--- src/rtl/areset_seq_sync_if.sv ---
// Reset-sequencer control bundle: software reset request in, sequenced resets and
// completion flag out. Master is the controller side; slave is the sequencer.
interface areset_seq_sync_if #(
    parameter int NCH = 3
);
    logic           i_sw_rst;
    logic [NCH-1:0] o_rst;
    logic           o_rst_done;

    modport master (
        output i_sw_rst,
        input  o_rst,
        input  o_rst_done
    );

    modport slave (
        input  i_sw_rst,
        output o_rst,
        output o_rst_done
    );
endinterface

--- src/rtl/areset_seq_sync.sv ---
// Async reset synchronizer with programmable hold and staggered release of NCH
// reset channels, each with its own asserted polarity, plus a sync software reset.
module areset_seq_sync #(
    parameter int             STAGES  = 2,
    parameter int             NCH     = 3,
    parameter int             STRETCH = 16,
    parameter int             GAP     = 4,
    parameter logic [NCH-1:0] OUT_POL = '0
) (
    input  logic               clk,
    input  logic               i_rst_async,
    areset_seq_sync_if.slave   bus
);

    if (STAGES < 2 || NCH < 1 || STRETCH < 1 || GAP < 1) begin : g_param_check
        $error("areset_seq_sync: need STAGES>=2, NCH>=1, STRETCH>=1, GAP>=1");
    end

    localparam int MAXC = (STRETCH > GAP) ? STRETCH : GAP;
    localparam int CW   = $clog2(MAXC + 1);
    localparam int CHW  = (NCH > 1) ? $clog2(NCH) : 1;

    typedef enum logic [1:0] {
        ST_HOLD,
        ST_STRETCH,
        ST_RELEASE,
        ST_DONE
    } state_t;

    // Assertion is asynchronous; only the falling edge is retimed into clk.
    (* ASYNC_REG = "TRUE" *) logic [STAGES-1:0] sync_q;
    logic rst_int;

    // NOTE: state flops use non-blocking assignments so every flop samples pre-edge values.
    always_ff @(posedge clk or posedge i_rst_async) begin
        if (i_rst_async) begin
            sync_q <= '1;
        end else begin
            sync_q <= {sync_q[STAGES-2:0], 1'b0};
        end
    end

    assign rst_int = sync_q[STAGES-1];

    state_t             state_q, state_d;
    logic [CW-1:0]      cnt_q,   cnt_d;
    logic [CHW-1:0]     ch_q,    ch_d;
    logic [NCH-1:0]     rst_q,   rst_d;
    logic               done_q,  done_d;

    always_ff @(posedge clk or posedge i_rst_async) begin
        if (i_rst_async) begin
            state_q <= ST_HOLD;
            cnt_q   <= '0;
            ch_q    <= '0;
            rst_q   <= OUT_POL;
            done_q  <= 1'b0;
        end else begin
            state_q <= state_d;
            cnt_q   <= cnt_d;
            ch_q    <= ch_d;
            rst_q   <= rst_d;
            done_q  <= done_d;
        end
    end

    always_comb begin
        // NOTE: every output of this block gets a default first, so no path infers a latch.
        state_d = state_q;
        cnt_d   = cnt_q;
        ch_d    = ch_q;
        rst_d   = rst_q;
        done_d  = done_q;

        if (rst_int || bus.i_sw_rst) begin
            state_d = ST_HOLD;
            cnt_d   = '0;
            ch_d    = '0;
            rst_d   = OUT_POL;
            done_d  = 1'b0;
        end else begin
            unique case (state_q)
                ST_HOLD: begin
                    state_d = ST_STRETCH;
                    cnt_d   = '0;
                end
                ST_STRETCH: begin
                    if (cnt_q == CW'(STRETCH - 1)) begin
                        rst_d[0] = ~OUT_POL[0];
                        cnt_d    = '0;
                        ch_d     = CHW'(1);
                        state_d  = (NCH == 1) ? ST_DONE : ST_RELEASE;
                    end else begin
                        cnt_d = cnt_q + CW'(1);
                    end
                end
                ST_RELEASE: begin
                    if (cnt_q == CW'(GAP - 1)) begin
                        for (int k = 0; k < NCH; k++) begin
                            if (CHW'(k) == ch_q) rst_d[k] = ~OUT_POL[k];
                        end
                        cnt_d = '0;
                        if (ch_q == CHW'(NCH - 1)) begin
                            state_d = ST_DONE;
                        end else begin
                            ch_d = ch_q + CHW'(1);
                        end
                    end else begin
                        cnt_d = cnt_q + CW'(1);
                    end
                end
                ST_DONE: begin
                    done_d = 1'b1;
                end
                default: begin
                    state_d = ST_HOLD;
                end
            endcase
        end
    end

    assign bus.o_rst      = rst_q;
    assign bus.o_rst_done = done_q;

endmodule

--- src/flat_wrapper.sv ---
// flat-port wrapper written by rule: the top's interface ports become plain ports
module areset_seq_sync_flat 
#(
    parameter int             STAGES  = 2,
    parameter int             NCH     = 3,
    parameter int             STRETCH = 16,
    parameter int             GAP     = 4,
    parameter logic [NCH-1:0] OUT_POL = '0
)
  (clk, i_rst_async, bus_i_sw_rst, bus_o_rst, bus_o_rst_done);
  areset_seq_sync_if #(.NCH(NCH)) bus_i ();
  input  logic clk;
  input  logic i_rst_async;
  input wire logic [$bits(bus_i.i_sw_rst)-1:0] bus_i_sw_rst;
  output wire logic [$bits(bus_i.o_rst)-1:0] bus_o_rst;
  output wire logic [$bits(bus_i.o_rst_done)-1:0] bus_o_rst_done;
  assign bus_i.i_sw_rst = bus_i_sw_rst;
  assign bus_o_rst = bus_i.o_rst;
  assign bus_o_rst_done = bus_i.o_rst_done;
  areset_seq_sync #(.STAGES(STAGES), .NCH(NCH), .STRETCH(STRETCH), .GAP(GAP), .OUT_POL(OUT_POL)) u_core (.clk(clk), .i_rst_async(i_rst_async), .bus(bus_i));
endmodule
--- config.mk ---
export PLATFORM = sky130hd
export DESIGN_NAME = areset_seq_sync_flat
export DESIGN_NICKNAME = d
export VERILOG_FILES = /design/src/rtl/areset_seq_sync_if.sv /design/src/rtl/areset_seq_sync.sv /design/src/flat_wrapper.sv
export SDC_FILE = /design/constraint.sdc
export NUM_CORES = 1
export LEC_CHECK = 0
export CAP_MARGIN = 25
export CORE_MARGIN = 2
export CORE_UTILIZATION = 40
export DETAILED_ROUTE_END_ITERATION = 12
export DONT_BUFFER_PORTS = 1
export PLACE_DENSITY_LB_ADDON = 0.12
export SYNTH_ARGS = -nofsm -noshare
export SYNTH_HDL_FRONTEND = slang
export SYNTH_SLANG_ARGS = --single-unit
--- constraint.sdc ---
create_clock -name clk -period 3.65 [get_ports clk]
set_input_delay 1.095 -clock clk [delete_from_list [all_inputs] [get_ports clk]]
set_output_delay 1.095 -clock clk [all_outputs]
set_load 0.01 [all_outputs]
==> Yosys cells after proc, flatten, opt, wreduce, memory -nomap -nowiden <==
Cells that the tools add are included.
{ "classes": {"n_eq_ne": 13, "addsub": 2, "muxes": 24, "n_reduce_logical": 15} }
{ "ops": {"columns": ["operator", "n"], "rows": [
  ["two-way mux 2 bit", 9],
  ["two-way mux 5 bit", 3],
  ["one-hot mux 5 bit (3 select lines)", 1],
  ["!= test 3 x 1 -> 1 bit, second input constant", 4],
  ["AND reduction 4 bit", 3],
  ["nonzero test 2 bit", 5],
  ["equality test 2 bit, second input constant", 3],
  ["two-way mux 1 bit", 6],
  ["two-way mux 3 bit", 2],
  ["one-hot mux 2 bit (3 select lines)", 1],
  ["AND reduction 3 bit", 2],
  ["adder 5 x 1 -> 5 bit, second input constant", 1],
  ["equality test 5 x 2 -> 1 bit, second input constant", 1],
  ["equality test 5 x 4 -> 1 bit, second input constant", 1],
  ["zero test 2 bit", 2],
  ["one-hot mux 2 bit (2 select lines)", 1],
  ["nonzero test 4 bit", 1],
  ["!= test 3 x 2 -> 1 bit, second input constant", 1],
  ["nonzero test 3 bit", 1],
  ["adder 2 x 1 -> 2 bit, second input constant", 1],
  ["equality test 1 x 2 -> 1 bit, first input constant", 1],
  ["equality test 2 x 1 -> 1 bit, second input constant", 1],
  ["equality test 2 bit, first input constant", 1],
  ["one-hot mux 1 bit (2 select lines)", 1],
  ["logical OR 1 bit", 1]
]} }
{ "word_totals": {"wordCells": 62, "output_inout_bits": 4, "register_bits": 15, "input_bits": 3} }

==> Logic depth before layout (Yosys ltp) <==
{ "depth": {"word_depth": 5, "depth_mapped": 8, "mapped_depth_nobuf": 8} }

==> Least setup slack after synthesis <==
Ideal clock, no wire load.
{ "synth_path": {"path_kind": "input-to-reg", "startpoint": "input port bus_i_sw_rst", "endpoint": "register u_core.cnt_q[2]", "slack_ns": 1.397, "path_buffers": 1, "setup_time_ns": 0.064, "required_ns": 3.586, "t_arrival_ns": 2.189, "path_stages": 5, "cell_sequence": "or2_0 > buf_2 > o32a_2 > nor4b_1 > a21o_1"} }
{ "synth_via": {"elab_chain_cells": 2, "word_cells_on_any_way": 3, "classes_between": "1 x mux; 2 x reduce/logical"} }
{ "synth_lines": {"columns": ["element", "line", "source"], "rows": [
  ["start: declaration", "flat_wrapper.sv:14", "input wire logic [$bits(bus_i.i_sw_rst)-1:0] bus_i_sw_rst;"],
  ["logical OR 1 bit *", "areset_seq_sync.sv:75", "if (rst_int || bus.i_sw_rst) begin"],
  ["nonzero test 4 bit (no source line) / two-way mux 5 bit (equally long branches)", null, null],
  ["end signal: assignment", "areset_seq_sync.sv:60", "cnt_q <= cnt_d;"],
  ["end: declaration", "areset_seq_sync.sv:46", "logic [CW-1:0] cnt_q, cnt_d;"]
]} }
Mark *: on every way between the ends. The rest lies on a longest branch, timed or not.
A chain may end at the register's enable or synchronous reset.

==> Final worst setup path <==
{ "layout_path": {"startpoint": "register u_core.state_q[0]", "endpoint": "register u_core.cnt_q[2]"} }
{ "layout_via": {"elab_chain_cells": 3, "word_cells_on_any_way": 6, "classes_between": "2 x eq/ne; 2 x mux; 2 x reduce/logical"} }
{ "layout_lines": {"columns": ["element", "line", "source"], "rows": [
  ["start: declaration", "areset_seq_sync.sv:45", "state_t state_q, state_d;"],
  ["start signal: assignment", "areset_seq_sync.sv:59", "state_q <= state_d;"],
  ["equality test 2 bit, or another cell as far along", "areset_seq_sync.sv:82", "unique case (state_q)"],
  ["one-hot mux 5 bit (3 select lines)", "areset_seq_sync.sv:82", null],
  ["two-way mux 5 bit", "areset_seq_sync.sv:75", null]
]} }
Parallel ways exist; a longest one is shown, timed or not.

==> results by group <==
Outcome
  • Run status: finished, final reports clean

Yosys
  • Mapped Nets: ~110
  • Avg Inst Size Synth: 9.98 um2
  • Synth area leader: dfrtp_1
  • Post-synthesis cell count: around 90
  • Synth Cell Area: just over 900 um2
  • YS warnings: 0
  • Post-synth cell types: 38
  • Post-synth top area share: between 30% and 40%
  • Yosys reg bits: 15
  • Register area share after synthesis: 41.1%
  • Synth area leaders: dfrtp_1, ha_1, dfstp_2

Clocking
  • Cts hold-fix bufs: 0
  • TritonCTS clock tree: done
  • Clock sinks: 15
  • Post-cts sizing count: 0
  • Clk root buf: clkbuf_4
  • Clock tree buffer depth: 2
  • Clock buffer count from CTS: 3
  • Clk_lat worst skew: 0.29 ns
  • Postcts setup bufs: 0
  • H-tree depth: 1
  • Reg clk slew, reported paths: 0.09 ns

Hold path
  • Hold Crit Class: reg2reg
  • Min-delay src: u_core.sync_q[0]

Final layout
  • Final Cell Area: 971 um2
  • Ant diodes: 0
  • Commonest non-fill, non-tap cell in the layout: dfrtp_1
  • Commonest cells after routing, fill and taps aside: dfrtp_1, ha_1, inv_1, nor2_1, nand2_1
  • Share of cells above drive strength 1: 11.7%
  • Fillers: 213
  • Area delta synth->final: 5.72%
  • Post-layout util: 44.3%
  • Fin nets: 108

Setup path
  • CP Launch Type: flop
  • Critical Path AT: 2.43 ns
  • Worst R2R Start: u_core.state_q[0]
  • Kind of critical path: reg2reg
  • CP required: 3.88 ns
  • Crit end category: flop
  • Crit path launch: u_core.state_q[0]
  • Max FO, Critical Path: 14

Timing
  • Final Max Slew Viols: 0
  • Skew final: between 0.01 and 0.015 ns
  • Final min period: 2.20 ns
  • Fin Setup TNS: 0 ns
  • Worst slew pin tran: 0.624 ns
  • Final Hold Viols: 0
  • Slew HR: 58.4%
  • Fmax: 0.454 GHz
  • Fin crit share: slightly above 60%
  • RSZ-0062 raised after global routing: false
  • Final setup fails: 0

GRT
  • Largest net degree at the start of global routing: 16
  • GRT Util Overall: 16.1%
  • First-pass GRT wire length: 3.12 mm
  • Congestion Overflow GR: 0
  • Initial antenna violation count: 0
  • Vias in the first global route: 679

Detailed routing
  • Via density: ~5.5
  • WL/cell: roughly 14 um
  • Iter 0 DRT Violations: 8
  • Routed wire length: 1.75 mm
  • Drt drc: 0
  • Via count: 672
  • DR pass1 iterations: 4
  • Routed Antenna Nets: 0

Power and ir drop
  • Static Leak: 0.412 nW
  • Power Density: 319 nW/um2
  • Max VDD drop: 0.193 mV

Floorplan
  • Row count: 17
  • Die H: 51.9 um
  • Core ar.: roughly 2200 um2
  • I/O pins: 7
  • Die X: between 50 and 60 um
  • Initial Util: 41.9%
  • Die area: about 2700 um2

Placement
  • DP HPWL: ~1.3 mm
  • IO Port Bufs: 0
  • Routability cong.: 0.739
  • Placed cell areas: 945 um2

Job
  • Max_cap viols: 0
==> report_power, final <==
part | total [mW] | internal (mW) | switching, mW
Sequential | 0.175 | 0.171 | 0.00384
Combinational | 0.0375 | 0.0119 | 0.0256
Clock | 0.0969 | 0.0426 | 0.0544
Total | 0.309 | 0.225 | 0.0838
==> synthesized netlist by cell type, drive strengths merged <==
cell,n
dfrtp,13
ha,10
inv,9
nor2,7
nand2,6
a31oi,5
nand3,4
o21ai,4
nor3,3
a21oi,2
dfstp,2
nand2b,2
nor4b,2
o21bai,2
or4b,2
a2111oi,1
a211o,1
a211oi,1
a21o,1
a22oi,1
a311oi,1
a31o,1
a32o,1
and2,1
buf,1
clkbuf,1
conb,1
nand4b,1
nor2b,1
o211ai,1
o21a,1
o32a,1
or2,1
or4bb,1
==> state kept, by name, summed over array words and instances, names as in the netlist <==
signal / count
u_core.cnt_q: 5
u_core.bus.o_rst: 3
u_core.ch_q: 2
u_core.state_q: 2
u_core.sync_q: 2
u_core.bus.o_rst_done: 1
==> layer usage <==
metal / track usage [%] / vias up / wire length [um]
met5: 0 / - / 0
met4: 7.46 / 0 / 32
met3: 5.17 / 5 / 58
met2: 23.8 / 8 / 809
met1: 21.1 / 321 / 849
li1: - / 338 / -
==> area by class of cell <==
class / instances / area, um2 / area share (%)
clock buffers: 4 / 26.3 / 2.71
well taps: 28 / 35.0 / 3.61
inverters: 9 / 33.8 / 3.48
flip-flops and latches: 15 / 378 / 38.9
multi-input cells: 66 / 498 / 51.3
==> kinds of logic (layout without fill, tap and decap cells) <==
kind of cell / Yosys count / in the layout / share of synthesized area [%]
fa+ha+maj: 10 / 10 / 13.6
other cells: 1 / 1 / 0.408
compound gates: 24 / 24 / 19.2
buf+inv: 11 / 13 / 4.63
flops: 15 / 15 / 41.1
simple gates: 31 / 31 / 21.0
==> metrics by stage <==
step	power (mW)	worst slack [ns]	hold slack [ns]	cells
2_1_floorplan	0.207	1.40	0.345	92
3_3_place_gp	0.216	1.22	0.352	118
3_5_place_dp	0.216	1.15	0.352	118
4_1_cts	0.318	1.43	0.365	122
5_1_grt	0.325	1.29	0.367	122
6_report	0.309	1.45	0.361	122
==> worst paths after layout <==
| check | to | slack (ns) | depth (start not counted) |
|---|---|---|---|
| worst max-delay path | u_core.cnt_q[2] | 1.45 | 6 |
| worst min-delay path | u_core.sync_q[1] | 0.36 | 0 |
| worst max register to register | u_core.cnt_q[2] | 1.45 | 6 |
| worst min register to register | u_core.sync_q[1] | 0.36 | 0 |
| max in group asynchronous | u_core.cnt_q[1] | 2.51 | 1 |
| min in group asynchronous | u_core.ch_q[0] | 0.74 | 1 |
==> critical path, stage by stage (launching register included) <==
cell and delay [ns]:
dfrtp_1 0.44, inv_1 0.11, ha_1 0.44, or4bb_1 0.53, o32a_2 0.22, nor4b_1 0.27
a21o_1 0.12
No activity file was read; power rests on OpenSTA's default activity.
